## config.mk

```make
export PLATFORM = sky130hd
export DESIGN_NAME = sine_cordic_seq
export DESIGN_NICKNAME = d
export VERILOG_FILES = /design/src/rtl/sine_cordic_seq.sv
export SDC_FILE = /design/constraint.sdc
export NUM_CORES = 1
export LEC_CHECK = 0
export CAP_MARGIN = 20
export CORE_MARGIN = 4
export CORE_UTILIZATION = 55
export CTS_CLUSTER_DIAMETER = 50
export DETAILED_ROUTE_END_ITERATION = 8
export GPL_TIMING_DRIVEN = 0
export PLACE_DENSITY = 0.83
export SETUP_SLACK_MARGIN = 0.15
export SLEW_MARGIN = 5
export SYNTH_ARGS = -nofsm -noshare
export SYNTH_HDL_FRONTEND = slang
export SYNTH_SLANG_ARGS = --single-unit
```

## constraint.sdc

```tcl
create_clock -name clk -period 13.7 [get_ports clk]
set_input_delay 4.11 -clock clk [delete_from_list [all_inputs] [get_ports clk]]
set_output_delay 4.11 -clock clk [all_outputs]
set_load 0.01 [all_outputs]
```

## src/rtl/sine_cordic_seq.sv

```systemverilog
// Sequential sine unit: +/-pi range reduction followed by iterative CORDIC rotation.
// Optional cos_y output is enabled by defining COS_OUT_EN.
module sine_cordic_seq #(
    parameter int INT_BITS   = 4,
    parameter int DEC_BITS   = 8,
    parameter int ITERATIONS = 12,
    parameter int GUARD_BITS = 4
) (
    input  logic                               clk,
    input  logic                               rst_n,
    input  logic signed [INT_BITS+DEC_BITS:0]  x,
    input  logic                               in_valid,
    output logic                               in_ready,
    output logic signed [DEC_BITS+1:0]         y,
    output logic                               out_valid
`ifdef COS_OUT_EN
   ,output logic signed [DEC_BITS+1:0]         cos_y
`endif
);
    localparam int XW = INT_BITS + DEC_BITS + 1;
    localparam int W  = DEC_BITS + GUARD_BITS + INT_BITS + 3;
    localparam int FB = DEC_BITS + GUARD_BITS;
    localparam int YW = DEC_BITS + 2;
    localparam int IW = (ITERATIONS > 1) ? $clog2(ITERATIONS) : 1;

    localparam logic [1:0] IDLE   = 2'd0;
    localparam logic [1:0] REDUCE = 2'd1;
    localparam logic [1:0] ROTATE = 2'd2;
    localparam logic [1:0] DONE   = 2'd3;

    function automatic logic signed [W-1:0] q_const(input real r);
        return W'($rtoi(r * (2.0 ** FB) + 0.5));
    endfunction

    function automatic real atan_r(input int n);
        case (n)
            0:       return 0.7853981633974483;
            1:       return 0.4636476090008061;
            2:       return 0.24497866312686414;
            3:       return 0.12435499454676144;
            4:       return 0.06241880999595735;
            5:       return 0.031239833430268277;
            6:       return 0.015623728620476831;
            7:       return 0.007812341060101111;
            8:       return 0.0039062301319669718;
            9:       return 0.0019531225164788188;
            10:      return 0.0009765621895593195;
            11:      return 0.0004882812111948983;
            12:      return 0.00024414062014936177;
            13:      return 0.00012207031189367021;
            14:      return 0.00006103515617420877;
            15:      return 0.000030517578115526096;
            default: return 0.0;
        endcase
    endfunction

    localparam logic signed [W-1:0] PI       = q_const(3.141592653589793);
    localparam logic signed [W-1:0] HALF_PI  = q_const(1.5707963267948966);
    localparam logic signed [W-1:0] NHALF_PI = -HALF_PI;
    localparam logic signed [W-1:0] K_GAIN   = q_const(0.6072529);
    localparam logic signed [W-1:0] RND_HALF = W'(1) <<< (GUARD_BITS - 1);
    localparam logic signed [W-1:0] ONE      = W'(1) <<< DEC_BITS;
    localparam logic signed [W-1:0] NONE     = -ONE;
    localparam logic [IW-1:0]       LAST_IT  = IW'(ITERATIONS - 1);

    logic signed [W-1:0] atan_tab [ITERATIONS];
    for (genvar g = 0; g < ITERATIONS; g++) begin : g_atan
        localparam logic signed [W-1:0] A = q_const(atan_r(g));
        assign atan_tab[g] = A;
    end

    // Round half up, apply reduction sign, clamp to +/-1.0.
    function automatic logic signed [YW-1:0] to_out(input logic signed [W-1:0] v, input logic n);
        logic signed [W-1:0] r;
        r = (v + RND_HALF) >>> GUARD_BITS;
        if (n) r = -r;
        if (r > ONE) r = ONE;
        else if (r < NONE) r = NONE;
        return r[YW-1:0];
    endfunction

    logic [1:0]          state_q, state_d;
    logic signed [W-1:0] angle_q, angle_d;
    logic signed [W-1:0] cx_q, cx_d, cy_q, cy_d, z_q, z_d;
    logic [IW-1:0]       i_q, i_d;
    logic                neg_q, neg_d;
    logic signed [YW-1:0] y_q, y_d;
    logic                ov_q, ov_d;
`ifdef COS_OUT_EN
    logic signed [YW-1:0] cos_q, cos_d;
`endif

    always_comb begin
        state_d = state_q;
        angle_d = angle_q;
        cx_d    = cx_q;
        cy_d    = cy_q;
        z_d     = z_q;
        i_d     = i_q;
        neg_d   = neg_q;
        y_d     = y_q;
        ov_d    = 1'b0;
`ifdef COS_OUT_EN
        cos_d   = cos_q;
`endif
        case (state_q)
            IDLE: if (in_valid) begin
                // Angle register holds x already scaled to the internal precision.
                angle_d = {{(W-XW-GUARD_BITS){x[XW-1]}}, x, {GUARD_BITS{1'b0}}};
                neg_d   = 1'b0;
                state_d = REDUCE;
            end
            REDUCE: begin
                if (angle_q > HALF_PI) begin
                    angle_d = angle_q - PI;
                    neg_d   = ~neg_q;
                end else if (angle_q < NHALF_PI) begin
                    angle_d = angle_q + PI;
                    neg_d   = ~neg_q;
                end else begin
                    cx_d    = K_GAIN;
                    cy_d    = '0;
                    z_d     = angle_q;
                    i_d     = '0;
                    state_d = ROTATE;
                end
            end
            ROTATE: begin
                if (!z_q[W-1]) begin
                    cx_d = cx_q - (cy_q >>> i_q);
                    cy_d = cy_q + (cx_q >>> i_q);
                    z_d  = z_q - atan_tab[i_q];
                end else begin
                    cx_d = cx_q + (cy_q >>> i_q);
                    cy_d = cy_q - (cx_q >>> i_q);
                    z_d  = z_q + atan_tab[i_q];
                end
                i_d = i_q + IW'(1);
                if (i_q == LAST_IT) state_d = DONE;
            end
            default: begin
                y_d     = to_out(cy_q, neg_q);
`ifdef COS_OUT_EN
                cos_d   = to_out(cx_q, neg_q);
`endif
                ov_d    = 1'b1;
                state_d = IDLE;
            end
        endcase
    end

    always_ff @(posedge clk) begin
        if (!rst_n) begin
            state_q <= IDLE;
            angle_q <= '0;
            cx_q    <= '0;
            cy_q    <= '0;
            z_q     <= '0;
            i_q     <= '0;
            neg_q   <= 1'b0;
            y_q     <= '0;
            ov_q    <= 1'b0;
`ifdef COS_OUT_EN
            cos_q   <= '0;
`endif
        end else begin
            state_q <= state_d;
            angle_q <= angle_d;
            cx_q    <= cx_d;
            cy_q    <= cy_d;
            z_q     <= z_d;
            i_q     <= i_d;
            neg_q   <= neg_d;
            y_q     <= y_d;
            ov_q    <= ov_d;
`ifdef COS_OUT_EN
            cos_q   <= cos_d;
`endif
        end
    end

    assign in_ready  = (state_q == IDLE);
    assign y         = y_q;
    assign out_valid = ov_q;
`ifdef COS_OUT_EN
    assign cos_y     = cos_q;
`endif

endmodule
```

==> impl_metrics.yaml <==
power_and_ir_drop:
  comb_power_share: 0.793
  irDropWorstVdd_v: 0.000181
  intPower_uw: 1600
  power.leakage_uw: 0.00450
  switching_share: 0.527
  clkPwrFrac: 0.075
  p_seq_frac: 0.132
  power_density_nw_per_um2: 297
  p_sw_uw: 1780
yosys:
  synth-simple-area-share: 0.196
  synth_top_family_by_area: "compound AO/OA/AOI/OAI gates"
  synth_compound_area_frac: 0.238
  synth-xor-area-share: 0.103
  yosys-top-cells-area: "dfxtp_1 17%, ha_1 10%, mux4_2 8.5%, xnor2_1 6.5%, nor2_1 5.0%"
  synth-main-ff-cell: "dfxtp_1"
  synthAdderAreaFrac: 0.108
  syn_area_um2: 10600
  synth_mux_area_frac: 0.132
  syn_area_per_cell_um2: 8.01
  synth_most_common_cell: "nor2_1"
  synth_commonest_cells: "141 x nor2_1, 101 x nand2_1, 97 x a21oi_1, 92 x dfxtp_1, 85 x ha_1"
  synth_cell_type_count: 82
  synth_edf_count: 0
  synth-seq-cells: 92
  seq_area_frac_synth: 0.174
  syn_inst: 1318
  synth_top_area_cell: "dfxtp_1"
  synth_nets: 1423
  ys_async_sr_fraction: 0
  yosysWarnings: 0
  synth_top_area_frac: 0.174
clock_tree:
  clk_root_buffer_cell: "clkbuf_16"
  cts_tree: "done"
  post_cts_resized: 0
  clockBufferDepth: 2
  clock_sinks: 92
  cts_setup_buffers: 0
  clkTransAtPathRegs_ns: 0.08
  htree_levels: 3
  numCtsBuffers: 9
  ctsHoldBuffers: 0
  clk_latency_ns: 0.37
critical_path:
  crit_arrival_ns: 6.63
  cp-start-kind: "flop"
  r2r_cells: 21
  path_class: "reg2reg"
  r2r-end: "z_q[17]"
  crit_fanout: 10
  r2r_slack_ns: 7.29
  cp-end-kind: "flop"
  r2r_start: "i_q[1]"
  cp.required_ns: 13.92
floorplanning:
  dieHeight_um: 147
  coreArea_um2: 18800
  fp.dieW_um: 147
  pin_count: 28
  num_rows: 50
  start_util: 0.563
  dieArea_um2: 21500
timing:
  min_period_over_period: 0.468
  tightestPinTransition_ns: 0.922
  slew_headroom: 0.381
  finalCriticalPeriod_ns: 6.41
  hold_violations: 0
  rsz0062_at_grt: "no"
  fmax_ghz: 0.156
  tns_ns: 0
  fin_skew_ns: 0.0156
  setup_viol: 0
  finalMaxSlewViolations: 0
layout:
  antenna_cells: 0
  fin_cells: 1595
  syn_to_final_growth_pct: 8.00
  num-fill-cells: 1668
  nNetsFinal: 1461
  multiInputGateArea_um2: 8210
  drive_gt1_frac: 0.0918
  regArea_um2: 1840
grt:
  grt_pass1_wl_mm: 53.3
  antenna_found_initial: 0
  grt_max_degree: 18
  gr-usage-all-layers: 0.305
  met3_usage: 0.0528
  grt_use_met2: 0.494
  overflow: 0
  busiest_layer: "met2"
  grt_pass1_vias: 10100
  grt.met1_usage: 0.409
route:
  vias: 10800
  drcViolationCount: 0
  detail_route.wl_per_cell_um: 20.9
  routed_wl_mm: 33.4
  dr.pass1.iters: 6
  final_antenna_net_count: 0
  drtIter0Drc: 1294
  routed_via_density: 6.75
min_path:
  hold_path_depth: 2
  holdPathEnd: "y[1]"
  holdCritPathClass: "reg2reg"
  hp-start: "y[1]"
outcome:
  status: "complete, no violations"
placed_design:
  dp_cells: 1579
  place_hpwl_mm: 25.4
  gp_congestion: 1.04
  io_buffers: 27
flow_run:
  drv_cap: 0
-- registers in the layout (all words and copies together) (netlist names) --
name / flops
neg_q: 1
angle_q: 17
z_q: 19
y: 10
i_q: 4
out_valid: 1
cy_q: 19
state_q: 2
cx_q: 19
-- critical path, cell delays in order (launching register included) --
cell and delay [ns]:
dfxtp_1 0.36, buf_2 0.23, buf_4 0.25, buf_2 0.30
buf_2 0.35, buf_2 0.35, inv_1 0.15, ha_1 0.38
a22oi_1 0.22, ha_1 0.21, nand3_1 0.12, nor4_1 0.72
a21oi_1 0.21, xor2_1 0.27, ha_1 0.32, a21o_1 0.20
a21o_1 0.18, a211o_1 0.29, a21o_1 0.18, a2111oi_0 0.65
or3_1 0.21, o211ai_1 0.08
-- power groups by stage --
stage	Clock, uW	Sequential (uW)	Combinational (uW)
floorplan	0	410	2110
global placement	0	444	2540
detailed placement	0	447	2610
CTS	255	442	2640
global route	266	454	2950
finish	254	446	2690
-- kinds of logic after synthesis --
logic type | Yosys count
buffers and inverters | 124
DFF | 92
adders and majority gates | 89
AOI/OAI and AO/OA | 372
muxes | 88
and+or+nand+nor | 429
xor gates and xnor gates | 124
-- layer usage --
| layer | share of wire | wire length, um |
|---|---|---|
| met5 | 0 | 0 |
| met4 | 0.040 | 1320 |
| met3 | 0.092 | 3070 |
| met2 | 0.45 | 15000 |
| met1 | 0.42 | 13900 |
-- through the flow --
stage | total power, uW | util | hold slack [ns] | instance area, um^2 | setup slack, ns
final | 3390 | 0.608 | 0.460 | 11400 | 7.29
after global routing | 3670 | 0.608 | 0.482 | 11400 | 6.86
after CTS | 3330 | 0.608 | 0.461 | 11400 | 7.51
after detailed placement | 3060 | 0.593 | 0.442 | 11100 | 7.54
after global placement | 2990 | 0.593 | 0.435 | 11100 | 7.57
after floorplan | 2520 | - | 0.466 | 10600 | 8.54
-- worst max-delay path by stage --
stage,startpoint,to,slack (ns),depth (start not counted)
finish,i_q[1],z_q[17],7.29,21
global route,i_q[1],z_q[17],6.86,21
CTS,i_q[1],z_q[17],7.51,21
detailed placement,rst_n,z_q[12],7.54,5
global placement,i_q[1],z_q[17],7.57,21
floorplan,rst_n,y[0],8.54,4
-- layout make-up --
| cell class | instances | share of cell area |
|---|---|---|
| Buffer | 83 | 0.0310 |
| Clock buffer | 9 | 0.0197 |
| Clock inverter | 7 | 0.00494 |
| Inverter | 41 | 0.0135 |
| Multi-Input combinational cell | 1102 | 0.720 |
| Sequential cell | 92 | 0.161 |
| Tap cell | 234 | 0.0257 |
| Timing Repair Buffer | 27 | 0.0237 |
-- cell usage in the layout, fill, tap and decap left out, drive strengths merged, types with 6 or more instances in the layout --
master / synthesis / routed
a211o: 8 / 8
a211oi: 20 / 20
a21o: 16 / 16
a21oi: 97 / 97
a222oi: 7 / 7
a22oi: 20 / 20
a31oi: 31 / 31
and2: 13 / 13
and3: 18 / 18
buf: 31 / 31
clkbuf: 52 / 61
clkdlybuf4s50: 0 / 27
clkinv: 3 / 6
dfxtp: 92 / 92
ha: 85 / 85
inv: 38 / 42
mux2: 13 / 13
mux2i: 35 / 35
mux4: 40 / 40
nand2: 101 / 101
nand2b: 14 / 14
nand3: 35 / 35
nand4: 13 / 13
nor2: 141 / 141
nor2b: 9 / 9
nor3: 41 / 41
nor4: 10 / 10
o211ai: 10 / 10
o21a: 17 / 17
o21ai: 71 / 71
o22ai: 13 / 13
or2: 7 / 7
or3: 11 / 11
xnor2: 78 / 78
xor2: 46 / 46
Power figures use the tool's default switching activity.
